File: config.mk
export PLATFORM = sky130hd
export DESIGN_NAME = control_sequencer
export DESIGN_NICKNAME = d
export VERILOG_FILES = /design/src/rtl/control_sequencer.sv
export SDC_FILE = /design/constraint.sdc
export NUM_CORES = 1
export LEC_CHECK = 0
export ABC_CLOCK_PERIOD_IN_PS = 3480
export CAP_MARGIN = 5
export CORE_ASPECT_RATIO = 0.9
export CORE_MARGIN = 3
export CORE_UTILIZATION = 34
export CTS_CLUSTER_DIAMETER = 80
export DETAILED_ROUTE_END_ITERATION = 7
export HOLD_SLACK_MARGIN = 0.1
export MAX_ROUTING_LAYER = met4
export PLACE_DENSITY = 0.87
export RECOVER_POWER = 50
export SYNTH_ARGS = -nofsm -noshare
export SYNTH_HDL_FRONTEND = slang
export SYNTH_SLANG_ARGS = --single-unit
File: constraint.sdc
create_clock -name clk -period 3.48 [get_ports clk]
set_clock_uncertainty 0.2 [all_clocks]
set_input_delay 0.87 -clock clk [delete_from_list [all_inputs] [get_ports clk]]
set_output_delay 0.87 -clock clk [all_outputs]
set_load 0.02 [all_outputs]
File: src/rtl/control_sequencer.sv
// Hardwired Moore control unit: fetch T0-T2, opcode-specific execute T3-T7, then back to T0.
// Optional macro ILLEGAL_OP_TRAP_EN traps unlisted opcodes into HALT with illegal=1.
module control_sequencer #(
    parameter logic [4:0] ALU_ADD   = 5'd3,
    parameter logic [4:0] ALU_INCPC = 5'd14
) (
    input  logic        clk,
    input  logic        clr,
    input  logic [31:0] ir,
    input  logic        con_ff,
    output logic [31:0] enable,
    output logic [31:0] busSelect,
    output logic [4:0]  Control_Signals,
    output logic        MD_Read,
    output logic        ReadRAM,
    output logic        WriteRAM,
    output logic        Gra,
    output logic        Grb,
    output logic        Grc,
    output logic        Rin,
    output logic        Rout,
    output logic        BAout,
    output logic        run,
    output logic        illegal
);

    localparam int unsigned EnY = 17, EnZ = 18, EnPc = 20, EnMdr = 21, EnIr = 24;
    localparam int unsigned EnMar = 25, EnOutPort = 26, EnCon = 27;
    localparam int unsigned BsReg = 0, BsZlo = 19, BsPc = 20, BsMdr = 21, BsC = 22, BsIn = 23;

    localparam logic [4:0] OpLd = 5'b00000, OpLdi = 5'b00001, OpSt = 5'b00010;
    localparam logic [4:0] OpAdd = 5'b00011, OpSub = 5'b00100, OpAnd = 5'b00101;
    localparam logic [4:0] OpOr = 5'b00110, OpAddi = 5'b01100, OpAndi = 5'b01101;
    localparam logic [4:0] OpOri = 5'b01110, OpBr = 5'b10010, OpIn = 5'b10110;
    localparam logic [4:0] OpOut = 5'b10111, OpNop = 5'b11010, OpHalt = 5'b11011;

    typedef enum logic [3:0] {
        StReset, StT0, StT1, StT2, StT3, StT4, StT5, StT6, StT7, StHalt
    } state_e;

    state_e state_q, state_d;

    logic [4:0] op;
    logic       unused_ir;
    logic       is_alu, is_imm, is_ldi, is_ld, is_st, is_br, is_in, is_out, is_legal;

    assign op        = ir[31:27];
    assign unused_ir = ^ir[26:0];

    assign is_alu   = (op == OpAdd) || (op == OpSub) || (op == OpAnd) || (op == OpOr);
    assign is_imm   = (op == OpAddi) || (op == OpAndi) || (op == OpOri);
    assign is_ldi   = (op == OpLdi);
    assign is_ld    = (op == OpLd);
    assign is_st    = (op == OpSt);
    assign is_br    = (op == OpBr);
    assign is_in    = (op == OpIn);
    assign is_out   = (op == OpOut);
    // Opcodes that own an execute sequence starting at T3
    assign is_legal = is_alu || is_imm || is_ldi || is_ld || is_st || is_br || is_in || is_out;

    always_comb begin
        state_d = state_q;
        case (state_q)
            StReset: state_d = StT0;
            StT0:    state_d = StT1;
            StT1:    state_d = StT2;
            StT2: begin
                if (op == OpNop)      state_d = StT0;
                else if (op == OpHalt) state_d = StHalt;
                else if (is_legal)    state_d = StT3;
                else begin
`ifdef ILLEGAL_OP_TRAP_EN
                    state_d = StHalt;
`else
                    state_d = StT0;
`endif
                end
            end
            StT3:    state_d = (is_in || is_out || !is_legal) ? StT0 : StT4;
            StT4:    state_d = StT5;
            StT5:    state_d = (is_ld || is_st || is_br) ? StT6 : StT0;
            StT6:    state_d = (is_ld || is_st) ? StT7 : StT0;
            StT7:    state_d = StT0;
            StHalt:  state_d = StHalt;
            default: state_d = StReset;
        endcase
    end

`ifdef ILLEGAL_OP_TRAP_EN
    logic illegal_q;

    always_ff @(posedge clk or negedge clr) begin
        if (!clr) begin
            state_q   <= StReset;
            illegal_q <= 1'b0;
        end else begin
            state_q <= state_d;
            if (state_q == StT2 && !is_legal && op != OpNop && op != OpHalt) begin
                illegal_q <= 1'b1;
            end
        end
    end

    assign illegal = illegal_q;
`else
    always_ff @(posedge clk or negedge clr) begin
        if (!clr) state_q <= StReset;
        else      state_q <= state_d;
    end

    assign illegal = 1'b0;
`endif

    assign run = (state_q != StHalt);

    always_comb begin
        enable          = '0;
        busSelect       = '0;
        Control_Signals = '0;
        MD_Read         = 1'b0;
        ReadRAM         = 1'b0;
        WriteRAM        = 1'b0;
        Gra             = 1'b0;
        Grb             = 1'b0;
        Grc             = 1'b0;
        Rin             = 1'b0;
        Rout            = 1'b0;
        BAout           = 1'b0;
        case (state_q)
            StT0: begin
                busSelect[BsPc] = 1'b1;
                enable[EnMar]   = 1'b1;
                enable[EnZ]     = 1'b1;
                Control_Signals = ALU_INCPC;
            end
            StT1: begin
                busSelect[BsZlo] = 1'b1;
                enable[EnPc]     = 1'b1;
                enable[EnMdr]    = 1'b1;
                MD_Read          = 1'b1;
                ReadRAM          = 1'b1;
            end
            StT2: begin
                busSelect[BsMdr] = 1'b1;
                enable[EnIr]     = 1'b1;
            end
            StT3: begin
                if (is_alu || is_imm) begin
                    Grb = 1'b1; Rout = 1'b1; enable[EnY] = 1'b1;
                end else if (is_ldi || is_ld || is_st) begin
                    Grb = 1'b1; BAout = 1'b1; enable[EnY] = 1'b1;
                end else if (is_br) begin
                    Gra = 1'b1; Rout = 1'b1; enable[EnCon] = 1'b1;
                end else if (is_in) begin
                    busSelect[BsIn] = 1'b1; Gra = 1'b1; Rin = 1'b1;
                end else if (is_out) begin
                    Gra = 1'b1; Rout = 1'b1; enable[EnOutPort] = 1'b1;
                end
            end
            StT4: begin
                if (is_alu) begin
                    Grc = 1'b1; Rout = 1'b1; Control_Signals = op; enable[EnZ] = 1'b1;
                end else if (is_imm) begin
                    busSelect[BsC] = 1'b1;
                    enable[EnZ]    = 1'b1;
                    // Immediate forms reuse the ALU codes of their register counterparts
                    case (op)
                        OpAndi:  Control_Signals = OpAnd;
                        OpOri:   Control_Signals = OpOr;
                        default: Control_Signals = ALU_ADD;
                    endcase
                end else if (is_ldi || is_ld || is_st) begin
                    busSelect[BsC] = 1'b1; Control_Signals = ALU_ADD; enable[EnZ] = 1'b1;
                end else if (is_br) begin
                    busSelect[BsPc] = 1'b1; enable[EnY] = 1'b1;
                end
            end
            StT5: begin
                if (is_alu || is_imm || is_ldi) begin
                    busSelect[BsZlo] = 1'b1; Gra = 1'b1; Rin = 1'b1;
                end else if (is_ld || is_st) begin
                    busSelect[BsZlo] = 1'b1; enable[EnMar] = 1'b1;
                end else if (is_br) begin
                    busSelect[BsC] = 1'b1; Control_Signals = ALU_ADD; enable[EnZ] = 1'b1;
                end
            end
            StT6: begin
                if (is_ld) begin
                    MD_Read = 1'b1; ReadRAM = 1'b1; enable[EnMdr] = 1'b1;
                end else if (is_st) begin
                    Gra = 1'b1; Rout = 1'b1; enable[EnMdr] = 1'b1;
                end else if (is_br) begin
                    busSelect[BsZlo] = 1'b1; enable[EnPc] = con_ff;
                end
            end
            StT7: begin
                if (is_ld) begin
                    busSelect[BsMdr] = 1'b1; Gra = 1'b1; Rin = 1'b1;
                end else if (is_st) begin
                    WriteRAM = 1'b1;
                end
            end
            default: ;
        endcase
        if (Rout || BAout) busSelect[BsReg] = 1'b1;
    end

endmodule

After elaboration in Yosys (flattened, before gate mapping)
Index checks and enable logic that the tools add are counted.
{"block": "word_totals", "ff_bits": 4, "input_bits": 35, "output_inout_bits": 80, "wordCells": 125}
{"block": "classes", "eq_ne": 24, "n_mux": 77, "reduce_logical": 23}
{"operator": "$mux 1", "count": 47}
{"operator": "$pmux 4 s9", "count": 1}
{"operator": "$eq 5x5->1 const B", "count": 5}
{"operator": "$logic_or 1x1->1", "count": 19}
{"operator": "$eq 4x3->1 const B", "count": 4}
{"operator": "$eq 5x3->1 const B", "count": 3}
{"operator": "$eq 5x4->1 const B", "count": 3}
{"operator": "$pmux 5 s3", "count": 1}
{"operator": "$mux 2", "count": 7}
{"operator": "$mux 4", "count": 3}
{"operator": "$pmux 1 s2", "count": 6}
{"operator": "$pmux 1 s3", "count": 4}
{"operator": "$eq 5x2->1 const B", "count": 2}
{"operator": "$mux 5", "count": 2}
{"operator": "$mux 3", "count": 3}
{"operator": "$eq 4x2->1 const B", "count": 2}
{"operator": "$eq 4x4->1 const B", "count": 2}
{"operator": "$pmux 3 s2", "count": 1}
{"operator": "$eq 5x1->1 const B", "count": 1}
{"operator": "$logic_not 5->1", "count": 1}
{"operator": "$eq 4x1->1 const B", "count": 1}
{"operator": "$logic_not 4->1", "count": 1}
{"operator": "$ne 4x4->1 const B", "count": 1}
{"operator": "$pmux 1 s4", "count": 1}
{"operator": "3 further kinds", "count": 3}

Depth between registers and ports, before layout
{"block": "logic_depth", "ltp_word": 15, "ltp_mapped": 6, "ltp_nobuf": 4}

Worst setup path before layout
OpenSTA, ideal clock, no wires.
{"block": "synth_path", "path_kind": "input -> output", "start": "input port ir[28]", "end": "output port Rout", "arrival_time_ns": 2.798, "setup_slack_ns": -0.388, "stages": 5, "path_cell_list": "clkbuf_1 nand3b_1 a2111oi_0 a21o_1 o21bai_1"}
{"block": "synth_via", "elab_chain_len": 7}
{"item": "from (decl)", "line_no": "9", "rtl": "input logic [31:0] ir,"}
{"item": "$eq 5x5->1, or another cell as far along", "line_no": "57", "rtl": "assign is_out = (op == OpOut);"}
{"item": "$mux 1 / $logic_or 1x1->1 (equally long branches)", "line_no": "156, 50"}
{"item": "$mux 1 / $logic_or 1x1->1 (equally long branches)", "line_no": "154, 50"}
{"item": "$mux 1 / $logic_or 1x1->1 (equally long branches)", "line_no": "152, 50"}
{"item": "$mux 1 / $logic_or 1x1->1 (equally long branches)", "line_no": "150, 148"}
{"item": "$mux 1", "line_no": "148", "rtl": "if (is_alu || is_imm) begin"}
{"item": "$pmux 1 s3 *", "line_no": "129", "rtl": "case (state_q)"}
{"item": "to (decl)", "line_no": "21", "rtl": "output logic Rout,"}
Mark *: on every way between the ends. The rest lies on a longest branch, timed or not.

Worst setup path in the final report
{"block": "layout_path", "start": "input port ir[29]", "end": "output port enable[17]"}
{"block": "layout_via", "elab_chain_len": 7}
{"item": "$eq 5x1->1, or another cell as far along", "line_no": "52", "rtl": "assign is_ldi = (op == OpLdi);"}
{"item": "$logic_or 1x1->1 (on tied branches) (2 in a row)", "line_no": "150, 172, 50"}
{"item": "$mux 1 / $logic_or 1x1->1 (equally long branches)", "line_no": "172, 50"}
{"item": "$mux 1 / $logic_or 1x1->1 (equally long branches)", "line_no": "163, 148"}
{"item": "$mux 1 (on tied branches)", "line_no": "161, 148"}
{"item": "$pmux 1 s2 *", "line_no": "129"}
{"item": "to (decl)", "line_no": "11", "rtl": "output logic [31:0] enable,"}
Marked as above.

==> flow_metrics.env <==
export IMPL_ir_drop_v=0.000268
export IMPL_synthMuxAreaShare_pct=0
export IMPL_tns_ns=0
export IMPL_crit_family="buffers and inverters"
export IMPL_synth_top_family_by_area="buffers and inverters"
export IMPL_critical_path_class="input pin to output pin"
export IMPL_grt_pass1_wl_mm=5.38
export IMPL_clock_latency_ns=0.21
export IMPL_r2r_start="state_q[1]"
export IMPL_cts_max_path_buffers=2
export IMPL_grt_max_degree=16
export IMPL_grt_util_all_layers_pct=14.7
export IMPL_ys_types=43
export IMPL_ys_seq_area_share_pct=8.11
export IMPL_grt_pass1_vias=1189
export IMPL_period_share_pct=98.3
export IMPL_outcome="complete, no violations"
export IMPL_endpoint="enable[17]"
export IMPL_reg_top3="state_q (4)"
export IMPL_yosysWarnings=0
export IMPL_netlist_area_um2=1230
export IMPL_p_per_area_nw_per_um2=489
export IMPL_antenna_found_initial=0
export IMPL_die_y_um=63.1
export IMPL_diodes=0
export IMPL_drt_iter0_drc=76
export IMPL_dp_hpwl_mm=2.83
export IMPL_die_x_um=69.5
export IMPL_maxCapViolations=0
export IMPL_core_area_um2=3430
export IMPL_via_count=1357
export IMPL_synthArstFlopShare_pct=100
export IMPL_fin_crit_ns=3.42
export IMPL_crit_buf_inv=3
export IMPL_synth_compound_area_share_pct=22.6
export IMPL_synth_edf_count=0
export IMPL_filler_cell_count=378
export IMPL_max_flop_register="state_q"
export IMPL_post_place_ws_ns=-0.607
export IMPL_drcViolationCount=0
export IMPL_slew_violations=0
export IMPL_path_clk_slew_ns=0.03
export IMPL_cts_sinks=4
export IMPL_synth_adder_area_share_pct=0
export IMPL_floorplan_io_pins=115
export IMPL_r2r_slack_ns=1.64
export IMPL_yosys_area_share_simple_pct=30.5
export IMPL_fin_nets=288
export IMPL_crit_required_ns=2.41
export IMPL_largest_reg_flops=4
export IMPL_r2r_end="state_q[2]"
export IMPL_setup_ws_ns=0.0575
export IMPL_drive_above_1_share_pct=29.9
export IMPL_place_gp_congestion=0.889
export IMPL_cp_end_kind="output pin"
export IMPL_htree_levels=1
export IMPL_die_area_um2=4390
export IMPL_path_max_fanout=5
export IMPL_viasPerCell=4.60
export IMPL_arrival_ns=2.35
export IMPL_hold_path_class="flop to flop"
export IMPL_setup_viol_count_final=0
export IMPL_wirelength_mm=3.45
export IMPL_final_antenna_net_count=0
export IMPL_netlist_instances=187
export IMPL_core_rowCount=20
export IMPL_cp_depth=6
export IMPL_tritoncts="done"
export IMPL_synth_xor_area_share_pct=0
export IMPL_synth_seq_cells=4
export IMPL_cts_buffers=3
export IMPL_final_seq_area_um2=100
export IMPL_ff2ff_path_depth=5
export IMPL_cpPeakStageDelay_ns=0.29
export IMPL_path_cells="dlygate4sd2_1 -> buf_4 -> or2_4 -> or2_4 -> o22ai_1 -> clkdlybuf4s15_2"
export IMPL_cts_root_buf="clkbuf_8"
export IMPL_final_hold_viol_count=0
export IMPL_multi_input_area_um2=923
export IMPL_worstSetupStartpointType="input pin"
export IMPL_area_growth_pct=40.3
export IMPL_dr_pass1_iters=4
export IMPL_initial_core_util_pct=36.0
export IMPL_leakagePower_nw=0.889
export IMPL_fmax_mhz=292
export IMPL_cp_slowest_cell="clkdlybuf4s15_2"
export IMPL_grt_setup_unrepaired="no"
export IMPL_wire_per_inst_um=11.7
export IMPL_crit_top_cell="or2_4"
export IMPL_grt_overflow_total=0
export IMPL_ys_flop_type="dfrtp_1"
export IMPL_io_buffer_count=35
export IMPL_crit_start="ir[29]"
export IMPL_syn_area_per_cell_um2=6.60
layout make-up:
class | instances | share of cell area (%)
inverter | 7 | 1.52
sequential | 4 | 5.78
timing repair buffer | 75 | 33.8
clock buffer | 3 | 2.39
multi-input combinational | 162 | 53.4
tap | 44 | 3.18
synth_stat cells, types with 3 or more instances:
library cell   n  area, um^2
dfrtp_1        4         100
o21ai_0        7        35.0
nand3_1        3        15.0
nand2_1       12        45.0
a31oi_1        3        18.8
nor3_1         4        20.0
inv_1          7        26.3
nand3b_1       3        22.5
nor2b_1        5        31.3
buf_4         54         405
nand2b_1       3        18.8
or2_1          3        18.8
a21oi_1       11        55.1
a21o_1         3        22.5
nand4_1        3        18.8
nor2_1        18        67.6
clkbuf_1      10        37.5
how the worst min path moves through the flow:
stage	from	end	slack [ns]	cells past startpoint
floorplan	state_q[3]	state_q[1]	0.29	1
global placement	state_q[3]	state_q[1]	0.35	1
detailed placement	state_q[3]	state_q[1]	0.35	1
CTS	state_q[3]	state_q[1]	0.36	1
global route	state_q[3]	state_q[1]	0.41	1
finish	state_q[3]	state_q[1]	0.36	1
per-layer routing:
metal	wire, um	vias to the layer above	share of wire (%)	GRT usage, %
met2	1740	63	50	25.6
met1	1460	623	42	18.9
li1	-	671	-	-
met4	0	0	0	1.46
met5	0	-	0	-
met3	257	0	7.4	1.91
report_power, final:
| part | switching [mW] | internal (mW) |
|---|---|---|
| logic | 0.424 | 0.246 |
| registers | 0.0156 | 0.0659 |
| clock network | 0.0216 | 0.0735 |
| total | 0.461 | 0.386 |
cells in the final DEF (no fill, tap or decap), types with 3 or more instances in the layout:
master	n
nand3b_1	3
a21o_1	3
dfrtp_1	4
nand2_1	12
a31oi_1	3
clkbuf_2	3
nand4_1	3
a21oi_1	11
nand2b_1	3
clkbuf_8	3
conb_1	52
dlygate4sd2_1	13
buf_2	4
dlygate4sd3_1	4
clkbuf_1	4
inv_1	7
buf_6	3
nor2_1	14
o21ai_0	6
nand3_1	3
nor2b_1	4
clkdlybuf4s15_2	3
buf_4	39
nor2_2	4
logic make-up after synthesis:
logic type	count (synthesis)
other	1
AND/OR/NAND/NOR	68
AO/OA/AOI/OAI	42
flip-flops	4
buffers and inverters	72
through the flow:
stage / total power [mW] / cells / util, % / area (um^2) / hold slack (ns)
after floorplan: 0.563 / 238 / - / 1430 / 0.286
after global placement: 0.794 / 291 / 49.1 / 1680 / 0.345
after detailed placement: 0.806 / 291 / 49.1 / 1680 / 0.350
after CTS: 0.868 / 295 / 51.2 / 1760 / 0.357
after global routing: 0.917 / 295 / 50.5 / 1730 / 0.409
final: 0.847 / 295 / 50.5 / 1730 / 0.365
repair_timing:
action | CTS | global route
pin swaps | 5 | 5
setup endpoints to repair | 25 | 16
gates resized for setup | 77 | 21
buffers inserted | 1 | 0
hold buffers | 0 | 0
(Power assumes the default switching activity.)
==> patch, RTL diff (same flow settings) <==
The 10 states of `state_e` get a Gray code encoding in 4 bits.
--- a/src/rtl/control_sequencer.sv
+++ b/src/rtl/control_sequencer.sv
@@ -36,5 +36,5 @@
 
     typedef enum logic [3:0] {
-        StReset, StT0, StT1, StT2, StT3, StT4, StT5, StT6, StT7, StHalt
+        StReset = 4'b0000, StT0 = 4'b0001, StT1 = 4'b0011, StT2 = 4'b0010, StT3 = 4'b0110, StT4 = 4'b0111, StT5 = 4'b0101, StT6 = 4'b0100, StT7 = 4'b1100, StHalt = 4'b1101
     } state_e;
 
Formal check against the unedited RTL: same outputs for any inputs over 10 cycles, from zero or initial values; not proved beyond that.
==> patch against the original RTL <==
- area after synthesis increased by 14%
- final area increased by 7.0%
- wire length increased by 25%
- sequential cell count unchanged
- worst hold slack improved by 230 ps
- clock power increased by 1%
- non-clock buffer count unchanged
- worst setup slack got worse by 24 ps
- fmax decreased by 0.68%
- utilization decreased by 2.5 points
- register-to-register slack improved by 20 ps
- power increased by 4.0%
- highest routed layer is now met4
==> patch: results (changes against the original RTL) <==
[power]
sequentialPower_mw=0.134  ; +64%
ir_drop_v=0.000229  ; -15%
static_power_due_to_leakage_nw=0.932  ; +4.8%
clk_pwr_mw=0.0962  ; +1%

[worst_setup_path]
cp_slowest_stage_delay_ps=360  ; +70 ps
worstPathMaxFanout=6  ; +1
crit_path_end=Grc
worst_ep_arrival_time_ps=2380  ; +30 ps
critical_path.reg2reg.startpoint=state_q[0]
ff_to_ff_setup_slack_ps=1660  ; +20 ps

[global_route]
maximum_number_of_pins_on_one_net_before_global_route_repair=19  ; +3
global_route.usage.met2_pct=28.2  ; +2.6 points
grt_util_met1_pct=22.2  ; +3.2 points
grt_use_total_pct=17.4  ; +2.7 points
grt_pass1_wl_um=6590  ; +23%
via_count_of_the_first_global_routing_pass=1403  ; +18%
global_route.usage.met3_pct=1.96  ; +0.047 points

[sta]
whs_ps=593  ; +228 ps
timing.final.ws_setup_ps=33.9  ; -23.6 ps

[final_layout]
utilization_pct=47.9  ; -2.5 points
multi_input_gate_area_sq_um=1050  ; +14%
inverters=5  ; -2
final-nonclk-buf-share_pct=31.4  ; -2.4 points
drive_above_1_share_pct=27.4  ; -2.4 points
flops_and_latches=4  ; unchanged
layout.clock.cell_area_share_pct=2.23  ; -0.16 points
comb.multi_input.count=179  ; +10%
fin_nets=303  ; +5.2%
seq_share_pct=5.41  ; -0.38 points

[placed_design]
pre_cts_ws_ps=-642  ; -34.8 ps
dpl.cell_count=306  ; +5.2%

[clock_tree]
clock_latency_ps=220

[worst_hold_path]
hold_end=state_q[1]
min_from=state_q[2]
hold_path_depth=2  ; +1

[yosys]
syn_avg_cell_area_sq_um=6.84  ; +3.7%
synth_top_cells_by_count=buf_4 (53), a21oi_1 (13), nand2b_1 (10)
seq_area_frac_synth_pct=7.10  ; -1.0 points

[detailed_routing]
drt-vias-per-instance=4.96  ; +7.9%
wirelength_um=4310  ; +25%

[run_status]
status=completed

==> patch: cell types whose count changed after synthesis, moves of 4 or more <==
cell and change:
buf_2 +8, nand2b_1 +7, clkbuf_1 -8, nor2_1 -10
buf_1 +4, nor3_1 +5, nor4_1 +6
==> patch: repair_timing <==
| action | 4_1_cts | 5_1_grt |
|---|---|---|
| buffers inserted | 1 | 1 |
| setup endpoints to repair | 25 | 18 |
| pin swaps | 3 | 2 |
| gates cloned | 1 | 0 |
| resized for setup | 72 | 22 |
==> patch: logic make-up (layout without fill, tap and decap cells) <==
group	count (synthesis)	after routing	share of synthesized area, %
AOI/OAI and AO/OA	44	44	21.2
muxes	1	1	0.711
xor gates and xnor gates	1	1	0.622
buffers and inverters	74	83	35.2
DFF	4	4	7.11
other	1	52	0.266
and+or+nand+nor	81	81	34.9
==> patch: per-layer routing <==
layer / vias up / wire [um]
met5: - / 0
met4: 0 / 55
met3: 8 / 395
met2: 85 / 2150
met1: 713 / 1710
li1: 743 / -
